--- src/rtl/rf_write_arbiter.sv ---
// rf_write_arbiter: shares the single register-file write port among R
// requesters. Grants rotate round-robin. A requester that asserts req_lock
// with its request keeps the port for back-to-back writes. The winning
// write is registered and drives the register file write port one cycle
// after its grant.
//
// Optional build macro: RF_ZERO_REG_PROTECT_EN. When it is defined, a
// granted write to destination 0 never raises rf_we. This keeps register 0
// hardwired to zero.
module rf_write_arbiter #(
  parameter int N = 32,
  parameter int W = 32,
  parameter int R = 4
) (
  input  logic                      clk,
  input  logic                      rst,
  input  logic [R-1:0]              req,
  input  logic [R-1:0]              req_lock,
  input  logic [R*$clog2(W)-1:0]    req_dst,
  input  logic [R*N-1:0]            req_data,
  input  logic                      hold,
  output logic [R-1:0]              gnt,
  output logic                      rf_we,
  output logic [$clog2(W)-1:0]      rf_dst,
  output logic [N-1:0]              rf_din,
  output logic [$clog2(R)-1:0]      grant_id,
  output logic                      locked
);

  localparam int DW = $clog2(W);
  localparam int RW = $clog2(R);

  typedef enum logic {ARB, LOCKED} state_e;

  state_e          state_q, state_d;
  logic [RW-1:0]   ptr_q, ptr_d;
  logic [RW-1:0]   owner_q, owner_d;
  logic            rf_we_q;
  logic [DW-1:0]   rf_dst_q;
  logic [N-1:0]    rf_din_q;
  logic [RW-1:0]   grant_id_q;

  logic            found;
  logic [RW-1:0]   win;
  logic [RW-1:0]   idx;
  logic            gnt_vld;
  logic [RW-1:0]   sel;
  logic [DW-1:0]   sel_dst;
  logic [N-1:0]    sel_data;
  logic            wr_en;

  // Modulo-R increment. The wrap from R-1 to 0 is explicit so that a
  // non-power-of-two R also wraps correctly.
  function automatic logic [RW-1:0] inc_idx(input logic [RW-1:0] x);
    if (x == RW'(R - 1)) return '0;
    else                 return x + RW'(1);
  endfunction

  // Round-robin search: first requester at or after ptr, with wrap-around.
  always_comb begin
    found = 1'b0;
    win   = '0;
    idx   = ptr_q;
    for (int k = 0; k < R; k++) begin
      if (!found && req[idx]) begin
        found = 1'b1;
        win   = idx;
      end
      idx = inc_idx(idx);
    end
  end

  // Next-state logic and grant decode for the ARB/LOCKED controller.
  always_comb begin
    state_d = state_q;
    ptr_d   = ptr_q;
    owner_d = owner_q;
    gnt_vld = 1'b0;
    sel     = win;
    if (rst && !hold) begin
      case (state_q)
        ARB: begin
          if (found) begin
            gnt_vld = 1'b1;
            sel     = win;
            ptr_d   = inc_idx(win);
            if (req_lock[win]) begin
              owner_d = win;
              state_d = LOCKED;
            end
          end
        end
        LOCKED: begin
          // Only the owner is eligible. An idle owner gives up the lock
          // on the same edge, so others compete from the next cycle.
          sel = owner_q;
          if (req[owner_q]) begin
            gnt_vld = 1'b1;
            ptr_d   = inc_idx(owner_q);
            if (!req_lock[owner_q]) state_d = ARB;
          end else begin
            state_d = ARB;
          end
        end
        default: state_d = ARB;
      endcase
    end
    gnt      = gnt_vld ? (R'(1) << sel) : '0;
    sel_dst  = req_dst[sel*DW +: DW];
    sel_data = req_data[sel*N +: N];
`ifdef RF_ZERO_REG_PROTECT_EN
    wr_en    = gnt_vld && (sel_dst != '0);
`else
    wr_en    = gnt_vld;
`endif
  end

  // Controller state, pointer and registered write-port outputs.
  always_ff @(posedge clk or negedge rst) begin
    if (!rst) begin
      state_q    <= ARB;
      ptr_q      <= '0;
      owner_q    <= '0;
      rf_we_q    <= 1'b0;
      rf_dst_q   <= '0;
      rf_din_q   <= '0;
      grant_id_q <= '0;
    end else begin
      state_q <= state_d;
      ptr_q   <= ptr_d;
      owner_q <= owner_d;
      rf_we_q <= wr_en;
      if (wr_en) begin
        rf_dst_q <= sel_dst;
        rf_din_q <= sel_data;
      end
      if (gnt_vld) grant_id_q <= sel;
    end
  end

  assign rf_we    = rf_we_q;
  assign rf_dst   = rf_dst_q;
  assign rf_din   = rf_din_q;
  assign grant_id = grant_id_q;
  assign locked   = (state_q == LOCKED);

endmodule
--- config.mk ---
export PLATFORM = sky130hd
export DESIGN_NAME = rf_write_arbiter
export DESIGN_NICKNAME = d
export VERILOG_FILES = /design/src/rtl/rf_write_arbiter.sv
export SDC_FILE = /design/constraint.sdc
export NUM_CORES = 1
export LEC_CHECK = 0
export BUFFER_PORTS_ARGS = -buffer_cell sky130_fd_sc_hd__clkbuf_2
export CAP_MARGIN = 0
export CORE_MARGIN = 2
export CORE_UTILIZATION = 41
export CTS_BUF_LIST = sky130_fd_sc_hd__clkbuf_16
export DETAILED_ROUTE_END_ITERATION = 7
export MAX_ROUTING_LAYER = met4
export PLACE_DENSITY = 0.78
export SYNTH_ARGS = -nofsm -noshare
export SYNTH_HDL_FRONTEND = slang
export SYNTH_SLANG_ARGS = --single-unit
--- constraint.sdc ---
create_clock -name clk -period 2.85 [get_ports clk]
set_clock_uncertainty 0.05 [all_clocks]
set_input_delay 0.1425 -clock clk [delete_from_list [all_inputs] [get_ports clk]]
set_output_delay 0.1425 -clock clk [all_outputs]
set_load 0.02 [all_outputs]
==> results of run 1 <==
how the worst max path moves through the flow:
stage / start / endpoint / slack (ps) / cells past startpoint
global route: ptr_q[0]$_DFFE_PN0P_ / gnt[3] / -170 / 10
global placement: ptr_q[0]$_DFFE_PN0P_ / owner_q[0]$_DFFE_PN0P_ / 30 / 8
detailed placement: ptr_q[0]$_DFFE_PN0P_ / owner_q[0]$_DFFE_PN0P_ / -40 / 8
floorplan: ptr_q[0]$_DFFE_PN0P_ / gnt[3] / -180 / 9
finish: ptr_q[0]$_DFFE_PN0P_ / gnt[3] / -60 / 9
CTS: ptr_q[0]$_DFFE_PN0P_ / gnt[3] / -80 / 9
final cells by class:
cell class	instances	area, sq um
fillers	698	3323
multi-input cells	259	2414
repair buffers	234	1450
flip-flops and latches	45	1126
well taps	108	135.1
clock buffers	5	125.1
clock inverters	3	12.51
inverters	2	7.507
logic make-up (layout without fill, tap and decap cells):
| kind of cell | Yosys count | after routing | synth area share [%] |
|---|---|---|---|
| XOR/XNOR | 1 | 1 | 0.2457 |
| adder cells (fa/ha/maj) | 2 | 2 | 0.7016 |
| buffers and inverters | 31 | 244 | 5.544 |
| AND/OR/NAND/NOR | 68 | 68 | 8.597 |
| multiplexers | 127 | 127 | 41.16 |
| AO/OA/AOI/OAI | 61 | 61 | 12.18 |
| flip-flops | 45 | 45 | 31.58 |
power breakdown:
part | switching [mW] | internal, mW | leakage (nW) | total, mW
sequential | 0.200 | 0.936 | 0.559 | 1.14
clock | 0.223 | 0.317 | 0.0687 | 0.540
combinational | 2.60 | 2.98 | 2.14 | 5.57
total | 3.02 | 4.23 | 2.77 | 7.25
stage by stage:
| step | TNS, ps | power [mW] | hold slack [ps] | instances | worst slack, ps |
|---|---|---|---|---|---|
| global placement | 0 | 5.564 | 253.3 | 631 | 31.36 |
| floorplan | -330.3 | 4.750 | -203.1 | 335 | -180.8 |
| global route | -4798 | 7.674 | 195.7 | 656 | -171.0 |
| finish | -656.9 | 7.251 | 183.2 | 656 | -63.65 |
| CTS | -704.8 | 6.906 | 163.5 | 653 | -75.73 |
| detailed placement | -73.16 | 5.699 | 255.5 | 631 | -43.26 |
per-layer routing:
layer  vias up  track usage, %  part of all wire, %  wire length, microns
met5         -               -                    0                     0
met4         0           6.944                  2.3                   229
met3        21           4.173                  4.9                   499
met2       130           37.55                   53                  5381
met1      1614           24.59                   40                  4005
li1       1647               -                    -                     -
sequential cells by signal, indices dropped and copies added, names as in the netlist:
register,flops
rf_din,32
locked,1
grant_id,2
rf_dst,5
rf_we,1
owner_q,2
ptr_q,2
cells in the final DEF, fill, tap and decap left out, types with 7 or more instances in the layout:
cell type,instances
sky130_fd_sc_hd__o21ai_2,14
sky130_fd_sc_hd__mux2_2,14
sky130_fd_sc_hd__mux2i_1,74
sky130_fd_sc_hd__nand2_1,46
sky130_fd_sc_hd__o21ai_1,23
sky130_fd_sc_hd__mux2_4,28
sky130_fd_sc_hd__dfrtp_1,45
sky130_fd_sc_hd__buf_4,17
sky130_fd_sc_hd__clkbuf_16,7
sky130_fd_sc_hd__clkbuf_2,199
worst reg2reg max path, cell delays in order (launching register included):
cell,delay [ps]
sky130_fd_sc_hd__dfrtp_1,380
sky130_fd_sc_hd__buf_4,150
sky130_fd_sc_hd__ha_4,250
sky130_fd_sc_hd__buf_6,130
sky130_fd_sc_hd__a22o_1,230
sky130_fd_sc_hd__a32o_1,210
sky130_fd_sc_hd__o22ai_2,220
sky130_fd_sc_hd__o311ai_4,150
sky130_fd_sc_hd__mux2i_4,230
sky130_fd_sc_hd__buf_4,190
sky130_fd_sc_hd__clkbuf_16,180
sky130_fd_sc_hd__mux2_4,310
sky130_fd_sc_hd__o21ai_1,150
repair_timing:
action                                  4_1_cts  5_1_grt
endpoints found under the hold margin        45        0
gates resized for setup                      27       27
pin swaps                                     8        3
hold buffers                                  1        0
setup buffers                                11        1
endpoints found under the setup margin        5       43
gates cloned                                  2        2
==> impl_metrics.env, run 1 <==
export IMPL_reg2regPathDepth=12
export IMPL_layout_area_overhead_vs_synth_pct=47.79
export IMPL_share_of_synthesized_area_occupied_by_flip_flops_and_latches_pct=31.58
export IMPL_core_region_area_sq_mm=0.008593
export IMPL_grt_setup_unrepaired="yes"
export IMPL_postLayoutSetupSlackWorst_ps=-63.65
export IMPL_clock_tree_from_tritoncts="built"
export IMPL_final_min_period_over_clock_period_pct=102.2
export IMPL_final_nets=708
export IMPL_shortest_period_the_worst_path_allows_ps=2914
export IMPL_crit_path_top_delay_cell="sky130_fd_sc_hd__or4_1"
export IMPL_report_final_hold_viol_count=0
export IMPL_worst_min_delay_path_class="primary input to register"
export IMPL_hold_start="hold"
export IMPL_cts_sinks=45
export IMPL_worst_skew_pair_late_latency_ps=280
export IMPL_cp_slowest_stage_delay_ps=560
export IMPL_yosys_register_bits=45
export IMPL_initial_utilization_pct=41.50
export IMPL_routed_via_density=5.201
export IMPL_die_w_microns=97.26
export IMPL_critical_path_reg2reg_startpoint="ptr_q[0]$_DFFE_PN0P_"
export IMPL_p_leak_nw=2.769
export IMPL_maxSlewHeadroom_pct=61.33
export IMPL_grt_pass1_vias=3446
export IMPL_drive_gt1_share_pct=59.67
export IMPL_hold_path_cell_count=4
export IMPL_postSynth_topFlopCell="sky130_fd_sc_hd__dfrtp_1"
export IMPL_startpoint_type="register"
export IMPL_drc_violations_left=0
export IMPL_violations="negative setup slack"
export IMPL_post_dp_cell_area_sq_mm=0.004715
export IMPL_run_status="complete, but fails checks"
export IMPL_netlist_top_cell_by_area="sky130_fd_sc_hd__dfrtp_1"
export IMPL_drtIter0Drc=101
export IMPL_cts_htree_levels=2
export IMPL_drt_total_wl_microns=10120
export IMPL_worst_endpoint_required_ps=2660
export IMPL_synth_area_top_cells="sky130_fd_sc_hd__dfrtp_1 (32%), sky130_fd_sc_hd__mux2i_1 (23%), sky130_fd_sc_hd__mux2_4 (11%), sky130_fd_sc_hd__mux2_2 (5.4%), sky130_fd_sc_hd__nand2_1 (4.9%)"
export IMPL_hold_end="locked$_DFFE_PN0P_"
export IMPL_netlist_area_sq_mm=0.003566
export IMPL_timing_critical_path_cells="buf_4 > ha_4 > or4_1 > o22ai_2 > o31ai_2 > a31oi_4 > buf_12 > nor3b_2 > buf_4"
export IMPL_globalRoute_totalOverflow=0
export IMPL_worst_path_most_repeated_cell="sky130_fd_sc_hd__buf_4"
export IMPL_grt_first_pass_wirelength_microns=16120
export IMPL_ys_async_sr_fraction_pct=100.0
export IMPL_via_count=3412
export IMPL_pin_count_of_the_biggest_net_entering_global_routing=57
export IMPL_crit_fanout=20
export IMPL_worst_endpoint_arrival_ps=2720
export IMPL_synth_cells=335
export IMPL_max_cap_violations=0
export IMPL_power_density_cell_area_mw_per_mm2=1376
export IMPL_critPathBufInv=3
export IMPL_r2r_end="rf_din[2]$_DFFE_PN0P_"
export IMPL_detail_route_first_pass_iterations=5
export IMPL_fp_dieArea_sq_mm=0.009460
export IMPL_ff2ff_setup_slack_ps=-60
export IMPL_floorplan_rows=34
export IMPL_most_frequent_cell_after_synthesis="sky130_fd_sc_hd__mux2i_1"
export IMPL_tightest_pin_transition_ps=580.0
export IMPL_yosys_warnings=0
export IMPL_place_detailed_hpwl_microns=7250
export IMPL_die_height_microns=97.26
export IMPL_timing_critical_path_to_type="primary output"
export IMPL_ys_types=50
export IMPL_synth_enable_flop_cells=0
export IMPL_syn_area_per_cell_sq_um=10.64
export IMPL_cts_inserted_buffers=5
export IMPL_gp_weighted_congestion=0.8193
export IMPL_clk_root_buffer_cell="sky130_fd_sc_hd__clkbuf_16"
export IMPL_clkTransAtPathRegs_ps=60
export IMPL_mappedNetlistNets=496
export IMPL_summed_area_of_non_filler_cells_in_the_final_layout_sq_mm=0.005270
export IMPL_ant_nets=0
export IMPL_post_layout_util_pct=61.33
export IMPL_number_of_endpoints_failing_setup_at_the_final_stage=27
export IMPL_post_synth_most_frequent_cells="sky130_fd_sc_hd__mux2i_1 (81), sky130_fd_sc_hd__nand2_1 (47), sky130_fd_sc_hd__dfrtp_1 (45)"
export IMPL_fmax_ghz=0.3432
export IMPL_boundaryPins=204
export IMPL_power_ir_vdd_worst_mv=0.5713
export IMPL_insertedDiodeCount=0
export IMPL_report_final_slew_viol_count=0
export IMPL_antenna_found_initial=0
export IMPL_kind_of_cell_with_the_highest_combined_delay_on_the_critical_path="simple AND/OR/NAND/NOR gates"
export IMPL_max_buffers_root_to_sink=2
export IMPL_grt_resource_usage_total_pct=21.36
export IMPL_criticalPathCategory="register to primary output"
export IMPL_routed_wire_length_per_instance_microns=15.42
export IMPL_synth_top_area_share_pct=31.58
export IMPL_io_buffers=203
(Power assumes the default switching activity.)
==> run 2, diff against run 1 <==
--- a/config.mk
+++ b/config.mk
@@ -11,6 +11,7 @@
 export CORE_UTILIZATION = 41
 export CTS_BUF_LIST = sky130_fd_sc_hd__clkbuf_16
 export DETAILED_ROUTE_END_ITERATION = 7
+export GPL_TIMING_DRIVEN = 0
 export MAX_ROUTING_LAYER = met4
 export PLACE_DENSITY = 0.78
 export SYNTH_ARGS = -nofsm -noshare
==> impl_metrics.env, run 2 (synthesized netlist as in run 1, its figures left out) <==
export IMPL_layout_cells_non_filler=679
export IMPL_clock_tree_from_tritoncts="built"
export IMPL_startpoint_type="register"
export IMPL_routed_wire_length_per_instance_microns=16.46
export IMPL_timing_critical_path_to_type="register"
export IMPL_final_min_period_over_clock_period_pct=101.8
export IMPL_grt_resource_usage_total_pct=22.71
export IMPL_grt_first_pass_wirelength_microns=17040
export IMPL_cts_sinks=45
export IMPL_final_common_cell="sky130_fd_sc_hd__clkbuf_2"
export IMPL_p_comb_share_pct=78.5
export IMPL_fmax_ghz=0.3446
export IMPL_post_layout_util_pct=65.26
export IMPL_dp_cells=645
export IMPL_place_detailed_hpwl_microns=8073
export IMPL_report_final_slew_viol_count=0
export IMPL_hold_path_cell_count=4
export IMPL_power_frac_clock_pct=7.0
export IMPL_criticalPathCategory="register to register"
export IMPL_max_cap_violations=0
export IMPL_routed_via_density=5.216
export IMPL_detail_route_first_pass_iterations=4
export IMPL_report_final_hold_viol_count=0
export IMPL_crit_fanout=4
export IMPL_globalRoute_totalOverflow=0
export IMPL_worst_endpoint_required_ps=2960
export IMPL_worst_skew_pair_late_latency_ps=280
export IMPL_post_dp_cell_area_sq_mm=0.004717
export IMPL_final_cell_mix="sky130_fd_sc_hd__clkbuf_2 (203), sky130_fd_sc_hd__mux2i_1 (68), sky130_fd_sc_hd__nand2_1 (47), sky130_fd_sc_hd__dfrtp_1 (45), sky130_fd_sc_hd__mux2_4 (27)"
export IMPL_reg2regPathDepth=10
export IMPL_max_buffers_root_to_sink=2
export IMPL_io_buffers=202
export IMPL_clkTransAtPathRegs_ps=60
export IMPL_number_of_endpoints_failing_setup_at_the_final_stage=11
export IMPL_internal_power_contribution_mw=4.536
export IMPL_boundaryPins=204
export IMPL_drtIter0Drc=99
export IMPL_worst_endpoint_arrival_ps=3020
export IMPL_drt_total_wl_microns=11180
export IMPL_power_switching_share_pct=41.40
export IMPL_die_height_microns=97.26
export IMPL_via_count=3542
export IMPL_ff2ff_setup_slack_ps=-50
export IMPL_dp_slack_ps=-736.4
export IMPL_maxSlewHeadroom_pct=67.68
export IMPL_insertedDiodeCount=0
export IMPL_clk_root_buffer_cell="sky130_fd_sc_hd__clkbuf_16"
export IMPL_layout_area_overhead_vs_synth_pct=57.26
export IMPL_power_switching_mw=3.204
export IMPL_shortest_period_the_worst_path_allows_ps=2902
export IMPL_ant_nets=0
export IMPL_power_share_sequential_pct=14.5
export IMPL_run_status="complete, but fails checks"
export IMPL_core_region_area_sq_mm=0.008593
export IMPL_cts_inserted_buffers=5
export IMPL_worst_min_delay_path_class="primary input to register"
export IMPL_grt_pass1_vias=3619
export IMPL_power_ir_vdd_worst_mv=0.6094
export IMPL_p_leak_nw=2.908
export IMPL_grt_setup_unrepaired="yes"
export IMPL_tightest_pin_transition_ps=484.8
export IMPL_antenna_found_initial=0
export IMPL_floorplan_rows=34
export IMPL_largest_register_ff_count=32
export IMPL_power_density_cell_area_mw_per_mm2=1380
export IMPL_fp_dieArea_sq_mm=0.009460
export IMPL_drive_gt1_share_pct=63.92
export IMPL_gp_weighted_congestion=0.8989
export IMPL_violations="negative setup slack"
export IMPL_cts_htree_levels=2
export IMPL_postLayoutSetupSlackWorst_ps=-52.11
export IMPL_drc_violations_left=0
export IMPL_pin_count_of_the_biggest_net_entering_global_routing=47
export IMPL_summed_area_of_non_filler_cells_in_the_final_layout_sq_mm=0.005608
export IMPL_worst_hold_slack_ps=181.8
export IMPL_initial_utilization_pct=41.50
export IMPL_die_w_microns=97.26
export IMPL_final_nets=731
run 2: changes by cell type in the layout (fill, tap and decap cells not counted), sizes merged:
cell / before / now
buf: 31 / 47
clkbuf: 207 / 214
run 2: power by group through the flow:
stage / Clock (mW) / Sequential (mW) / Combinational, mW
2_1_floorplan: 0 / 1.43 / 3.32
3_3_place_gp: 0 / 1.11 / 4.54
3_5_place_dp: 0 / 1.12 / 4.65
4_1_cts: 0.558 / 1.12 / 5.30
5_1_grt: 0.584 / 1.15 / 6.44
6_report: 0.543 / 1.12 / 6.08
run 2: metal layers:
metal / vias up / global-route usage [%] / part of all wire [%]
met1: 1713 / 26.16 / 40
met4: 0 / 5.983 / 1.9
li1: 1691 / - / -
met3: 16 / 4.101 / 4.5
met5: - / - / 0
met2: 122 / 40.87 / 54
run 2: per-stage QoR:
stage	TNS (ps)	total power, mW
floorplan	-330.3	4.750
global placement	-17460	5.655
detailed placement	-23070	5.770
CTS	-937.5	6.978
global route	-3112	8.175
finish	-245.8	7.741
run 2: repair_timing:
item                                    4_1_cts  5_1_grt
endpoints found under the hold margin         0       45
cloned                                        0        3
endpoints found under the setup margin       48       46
setup buffers                                18        4
pin swaps                                     7        3
gates resized for setup                      51       68
hold buffers                                  0        2
run 2: path summary, 6_finish.rpt:
| check | startpoint | endpoint |
|---|---|---|
| min in group asynchronous | rst | rf_din[0]$_DFFE_PN0P_ |
| worst min register to register | rf_din[1]$_DFFE_PN0P_ | rf_din[1]$_DFFE_PN0P_ |
| worst max-delay path | ptr_q[0]$_DFFE_PN0P_ | owner_q[0]$_DFFE_PN0P_ |
| worst min-delay path | hold | locked$_DFFE_PN0P_ |
| worst max register to register | ptr_q[0]$_DFFE_PN0P_ | owner_q[0]$_DFFE_PN0P_ |
| max in group asynchronous | rst | rf_din[13]$_DFFE_PN0P_ |
run 2: cell type report:
type | instances | area (sq um)
fill | 687 | 2985
multi-input combinational | 259 | 2514
timing repair buffer | 229 | 1368
sequential | 45 | 1126
buffer | 28 | 317.8
tap | 108 | 135.1
clock buffer | 5 | 125.1
clock inverter | 3 | 12.51
inverter | 2 | 10.01
run 2: critical path, stage by stage, from the launching register on:
cell and delay, ps:
sky130_fd_sc_hd__dfrtp_1 410, sky130_fd_sc_hd__buf_6 140, sky130_fd_sc_hd__mux4_2 520, sky130_fd_sc_hd__a311oi_4 220, sky130_fd_sc_hd__buf_6 170, sky130_fd_sc_hd__nand2_4 50
sky130_fd_sc_hd__o311ai_4 300, sky130_fd_sc_hd__buf_4 210, sky130_fd_sc_hd__a221oi_1 60, sky130_fd_sc_hd__a211oi_2 280, sky130_fd_sc_hd__mux2_2 360
